### config.mk
export PLATFORM = sky130hd
export DESIGN_NAME = seg7_scan_ctrl
export DESIGN_NICKNAME = d
export VERILOG_FILES = /design/src/rtl/seg7_pkg.sv /design/src/rtl/seg7_hex_decode.sv /design/src/rtl/seg7_scan_ctrl.sv
export SDC_FILE = /design/constraint.sdc
export NUM_CORES = 1
export LEC_CHECK = 0
export BUFFER_PORTS_ARGS = -buffer_cell sky130_fd_sc_hd__buf_2
export CAP_MARGIN = 20
export CORE_ASPECT_RATIO = 0.5
export CORE_MARGIN = 5
export CORE_UTILIZATION = 30
export CTS_CLUSTER_SIZE = 28
export DETAILED_ROUTE_END_ITERATION = 8
export HOLD_SLACK_MARGIN = 0.05
export SLEW_MARGIN = 20
export SYNTH_ARGS = -nofsm -noshare
export SYNTH_HDL_FRONTEND = slang
export SYNTH_SLANG_ARGS = --single-unit
### constraint.sdc
create_clock -name clk_i -period 2.68 [get_ports clk_i]
set_input_delay 0 -clock clk_i [delete_from_list [all_inputs] [get_ports clk_i]]
set_output_delay 0 -clock clk_i [all_outputs]
set_load 0.02 [all_outputs]
### src/rtl/seg7_pkg.sv
// Shared definitions for the seven-segment display path: scan states and segment patterns.
// Latency: none (constants only). Backpressure: none.
// Patterns are {g,f,e,d,c,b,a} with active-low segments.
package seg7_pkg;

    typedef enum logic [0:0] {
        BLANK = 1'b0,
        DRIVE = 1'b1
    } scan_state_t;

    localparam logic [6:0] SEG_OFF = 7'h7F;

    // Entry n is the pattern for hex digit n; the list is written from F down to 0.
    localparam logic [15:0][6:0] HEX_SEG = {
        7'h0E, 7'h06, 7'h21, 7'h46, 7'h03, 7'h08, 7'h10, 7'h00,
        7'h78, 7'h02, 7'h12, 7'h19, 7'h30, 7'h24, 7'h79, 7'h40
    };

endpackage

### src/rtl/seg7_hex_decode.sv
// Nibble to active-low seven-segment pattern.
// Latency: combinational. Backpressure: none.
// Shared with the register-wrapper readback path.
module seg7_hex_decode
    import seg7_pkg::*;
(
    input  logic [3:0] nib,
    output logic [6:0] seg
);

    assign seg = HEX_SEG[nib];

endmodule

### src/rtl/seg7_scan_ctrl.sv
// Scans DIGITS seven-segment digits with blanking, PWM dimming and frame-aligned double buffering.
// Latency: outputs registered one cycle after scan state. Backpressure: none, load_i is always accepted.
// A load lands in the shadow set and is promoted to the active set on the last cycle of a frame.
module seg7_scan_ctrl
    import seg7_pkg::*;
#(
    parameter int DIGITS    = 8,
    parameter int CLK_DIV   = 1000,
    parameter int BLANK_CYC = 16,
    parameter int BRIGHT_W  = 4
) (
    input  logic                  clk_i,
    input  logic                  rst_i,
    input  logic [4*DIGITS-1:0]   num_i,
    input  logic [DIGITS-1:0]     en_mask_i,
    input  logic [DIGITS-1:0]     dp_i,
    input  logic [BRIGHT_W-1:0]   bright_i,
    input  logic                  load_i,
    output logic [DIGITS-1:0]     an_o,
    output logic [6:0]            cath_o,
    output logic                  dp_o,
    output logic                  frame_o,
    output logic                  pending_o
);

    localparam int DIG_W  = (DIGITS > 1) ? $clog2(DIGITS) : 1;
    localparam int SLOT_W = $clog2(CLK_DIV);

    localparam logic [DIG_W-1:0]  LAST_DIG   = DIG_W'(DIGITS - 1);
    localparam logic [SLOT_W-1:0] LAST_SLOT  = SLOT_W'(CLK_DIV - 1);
    localparam logic [SLOT_W-1:0] LAST_BLANK = SLOT_W'(BLANK_CYC - 1);

    localparam logic [0:0] ST_BLANK = BLANK;
    localparam logic [0:0] ST_DRIVE = DRIVE;

    logic [0:0]          state;
    logic [DIG_W-1:0]    digit;
    logic [SLOT_W-1:0]   slot_cnt;
    logic [BRIGHT_W-1:0] pwm_cnt;

    logic [4*DIGITS-1:0] sh_num;
    logic [DIGITS-1:0]   sh_mask;
    logic [DIGITS-1:0]   sh_dp;
    logic [BRIGHT_W-1:0] sh_bright;
    logic                pending;

    logic [4*DIGITS-1:0] act_num;
    logic [DIGITS-1:0]   act_mask;
    logic [DIGITS-1:0]   act_dp;
    logic [BRIGHT_W-1:0] act_bright;

    logic       slot_end;
    logic       frame_end;
    logic       light;
    logic       lit;
    logic [3:0] nib;
    logic [6:0] seg;

    assign slot_end  = (slot_cnt == LAST_SLOT);
    assign frame_end = slot_end && (digit == LAST_DIG);

    // Zero and full scale bypass the comparator so they mean truly off and truly on.
    always_comb begin
        light = 1'b0;
        if (act_bright == '0)
            light = 1'b0;
        else if (&act_bright)
            light = 1'b1;
        else
            light = (pwm_cnt < act_bright);
    end

    assign lit = (state == ST_DRIVE) && act_mask[digit] && light;
    assign nib = act_num[{digit, 2'b00} +: 4];

    seg7_hex_decode u_hex_decode (
        .nib (nib),
        .seg (seg)
    );

    always_ff @(posedge clk_i) begin
        if (rst_i) begin
            state    <= ST_BLANK;
            digit    <= '0;
            slot_cnt <= '0;
            pwm_cnt  <= '0;
        end else begin
            if (slot_end) begin
                slot_cnt <= '0;
                digit    <= (digit == LAST_DIG) ? '0 : digit + 1'b1;
            end else begin
                slot_cnt <= slot_cnt + 1'b1;
            end

            case (state)
                ST_BLANK: begin
                    pwm_cnt <= '0;
                    if (slot_cnt == LAST_BLANK)
                        state <= ST_DRIVE;
                end
                default: begin
                    pwm_cnt <= pwm_cnt + 1'b1;
                    if (slot_end)
                        state <= ST_BLANK;
                end
            endcase
        end
    end

    always_ff @(posedge clk_i) begin
        if (rst_i) begin
            sh_num     <= '0;
            sh_mask    <= '0;
            sh_dp      <= '0;
            sh_bright  <= '0;
            pending    <= 1'b0;
            act_num    <= '0;
            act_mask   <= '0;
            act_dp     <= '0;
            act_bright <= '0;
        end else begin
            if (load_i) begin
                sh_num    <= num_i;
                sh_mask   <= en_mask_i;
                sh_dp     <= dp_i;
                sh_bright <= bright_i;
            end

            // A load coinciding with the boundary bypasses the shadow and never raises pending.
            if (frame_end && (pending || load_i)) begin
                act_num    <= load_i ? num_i     : sh_num;
                act_mask   <= load_i ? en_mask_i : sh_mask;
                act_dp     <= load_i ? dp_i      : sh_dp;
                act_bright <= load_i ? bright_i  : sh_bright;
                pending    <= 1'b0;
            end else if (load_i) begin
                pending <= 1'b1;
            end
        end
    end

    always_ff @(posedge clk_i) begin
        if (rst_i) begin
            an_o    <= '1;
            cath_o  <= SEG_OFF;
            dp_o    <= 1'b1;
            frame_o <= 1'b0;
        end else begin
            an_o    <= lit ? ~(DIGITS'(1) << digit) : '1;
            cath_o  <= lit ? seg : SEG_OFF;
            dp_o    <= lit ? ~act_dp[digit] : 1'b1;
            frame_o <= frame_end;
        end
    end

    assign pending_o = pending;

endmodule

==> results.md <==
- Max Cap Violations: 0
- Layout cell share with drive strength beyond 1: 0.2101
- CTS Buf Count: 17
- DR vias/cell: around 4.5
- Initial antenna violation count: 0
- Worst setup EP type: register
- Final setup TNS: 0 ns
- Post-Synth Adder-Cell Area: 0.03800
- Hold Path Class: in -> reg
- Clock slew at reported path FFs: 0.06 ns
- Synth warnings: 0
- Largest family of logic cells by synthesized area: multiplexers
- Post-detailed-route wirelength per cell: 13.66 um
- Remaining Overflow, GRT: 0
- Slew Viols, Final: 0
- Int Pwr: 3878 uW
- Minimum clock period: 2.283 ns
- Worst rel slew slack: 0.4463
- Synthesis-to-finish area growth: 31.20%
- Switching portion of total power: 0.2187
- Die X: 203.2 um
- Initial core utilization: 0.3051
- Most frequently used flop master after synthesis: dfxtp_1
- Post-synthesis cell type count: 42
- Pin count of the biggest net entering global routing: between 100 and 150
- Part of the power in registers: 0.432
- Vias: 4114
- Max rail drop VDD: ~0.38 mV
- Max layer used: met4
- Die footprint: 21660 um^2
- Final Cell Area: 7345 um^2
- Worst Clk Skew: 0.01317 ns
- Gp weighted congestion: just over 0.8
- Crit path arrival time: 2.54 ns
- Drt initial violations: 202
- Critical Path RT: 2.94 ns
- Post-layout util: 0.4003
- Max clock buf depth: 2
- DP HPWL: 8468 um
- Row cnt: 35
- Clock power frac: 0.514
- Global-route usage over all layers: 0.1197
- Synthesized area: 5598 um^2
- RSZ-0062 raised after global routing: false
- XOR/XNOR share of the synthesized area: 0.01565
- Antenna fix cells: 0
- Synth Instances: 540
- Synth Net Count: a little over 600
- Met3 wire len: 460 um
- Die Ht: about 110 um
- Leak pwr: just under 0.003 uW
- Compound-Gate Fraction of Synth Area: 0.09902
- Combinational power share: 0.053
- Post-synth EDFFs: 0
- DP Area: 6157 um^2
- CTS Sinks: 140
- Switching pwr: 1086 uW
- Final period utilization: 0.8517
- Vias in the first global route: between 4000 and 5000
- Root Buffer: clkbuf_16
- CP max FO: 9
- Syn_area_per_cell: 10.37 um^2
- Final setup violation count: 0
- CTS tree: done
- Post-synthesis mux area share: 0.1607
- Post-Synth Simple-Gate Area: 0.1388
- Critical path type: reg -> reg
- Final hold violations: 0
- Final ANT Viol Nets: 0
- Final-stage net count: 730
- Io pins: 73
- Worst Max-Slew Pin Slew: between 0.8 and 0.9 ns
- PwrDens: 675.8 nW/um^2
- Post-Route WL: 12450 um
- Global-route wire length before repair: around 21000 um
- Max Freq: 438.1 MHz
- Drt pass-1 iters: 4
- Seq cells post-synth: 140
- Asr flop ratio synth: 0
- Core area: roughly 18000 um^2
- CP startpoint kind: register
- DR DRC count: 0
- IO Port Bufs: 72
- Latest clock arrival within the worst-skew pair: between 0.4 and 0.5 ns
- H-tree levels: 4
- Status: complete, no violations
- Metal-1 WL: 6101 um
- Sequential-to-total area share from yosys stat: 0.5007
- DR WL met2: 5739 um
-- cell usage after synthesis, types with 3 or more instances --
library cell	n	area, um^2
o21ai_0	4	20.02
nor4_1	3	18.77
xnor2_1	6	52.55
ha_1	17	212.7
a211oi_2	10	125.1
dfxtp_1	140	2803
nor2_1	129	484.2
nand3_1	13	65.06
buf_6	5	56.30
buf_2	7	35.03
buf_4	7	52.55
mux2i_1	58	580.6
a211oi_1	46	345.3
o211ai_1	3	22.52
buf_1	5	18.77
nand2_1	21	78.83
inv_1	12	45.04
clkbuf_1	14	52.55
mux4_2	8	180.2
mux4_1	4	105.1
xor2_1	4	35.03
-- cells in the final DEF (no fill, tap or decap), types with 8 or more instances in the layout --
cell type	instances
a211oi_1	46
a211oi_2	10
buf_2	71
buf_4	9
clkbuf_16	17
dfxtp_1	140
dlygate4sd3_1	54
ha_1	17
inv_1	12
mux2i_1	58
mux4_2	8
nand2_1	21
nand3_1	13
nor2_1	129
-- sequential cells by signal, indices dropped and copies added, names as in the netlist, 4 cells and up --
signal / cells
act_dp: 8
act_mask: 8
act_num: 32
sh_bright: 4
sh_num: 32
sh_dp: 8
sh_mask: 8
cath_o: 7
slot_cnt: 10
an_o: 8
act_bright: 4
pwm_cnt: 4
-- routing by layer --
layer	GRT usage	vias to the layer above
li1	-	2111
met2	0.1889	61
met1	0.1622	1927
met4	0.04089	0
met3	0.02841	15
met5	0	-
-- power by group through the flow --
stage | clock, uW | combinational (uW) | sequential, uW
2_1_floorplan | 0 | 131 | 2190
3_3_place_gp | 0 | 204 | 2190
3_5_place_dp | 0 | 207 | 2190
4_1_cts | 2590 | 268 | 2150
5_1_grt | 2690 | 294 | 2150
6_report | 2550 | 265 | 2150
-- logic make-up after synthesis --
group,count (synthesis)
and+or+nand+nor,181
muxes,72
DFF,140
xor gates and xnor gates,10
buffers and inverters,51
AOI/OAI and AO/OA,69
adders and majority gates,17
-- area by class of cell --
cell class | instances | area [um^2]
clock buffer | 19 | 442.9
clock inverter | 13 | 200.2
fill | 1761 | 11000
inverter | 13 | 48.80
multi-input combinational | 349 | 2535
sequential | 140 | 2803
tap | 240 | 300.3
timing repair buffer | 137 | 1015
-- per-stage QoR --
stage	power [uW]	hold slack, ns	instances	setup slack [ns]
after detailed placement	2399	0.2087	825	0.4331
after floorplan	2321	0.1673	540	0.3510
after global routing	5133	0.3456	911	0.2379
after CTS	5007	0.3246	911	0.4109
after global placement	2396	0.2106	825	0.4525
final	4963	0.3400	911	0.3973
-- final timing paths --
kind | startpoint | to | slack (ns) | depth (start not counted)
hold / removal | rst_i | slot_cnt[2]$_SDFF_PP0_ | 0.34 | 3
setup reg to reg | digit[0]$_SDFFE_PP0N_ | cath_o[2]$_SDFF_PP1_ | 0.40 | 5
hold reg to reg | slot_cnt[0]$_SDFF_PP0_ | slot_cnt[0]$_SDFF_PP0_ | 0.45 | 1
setup / recovery | digit[0]$_SDFFE_PP0N_ | cath_o[2]$_SDFF_PP1_ | 0.40 | 5
-- critical path, cell delays in order, from the launching register on --
cell	delay [ns]
dfxtp_1	0.58
mux4_2	0.56
mux2i_1	0.20
inv_1	0.08
ha_1	0.24
o311ai_0	0.47
-- timing repair --
action | CTS | global route
hold endpoints to repair | 118 | 0
hold buffers | 54 | 0
buffers inserted | 0 | 0
gates resized for setup | 0 | 0
(Power assumes the default switching activity.)
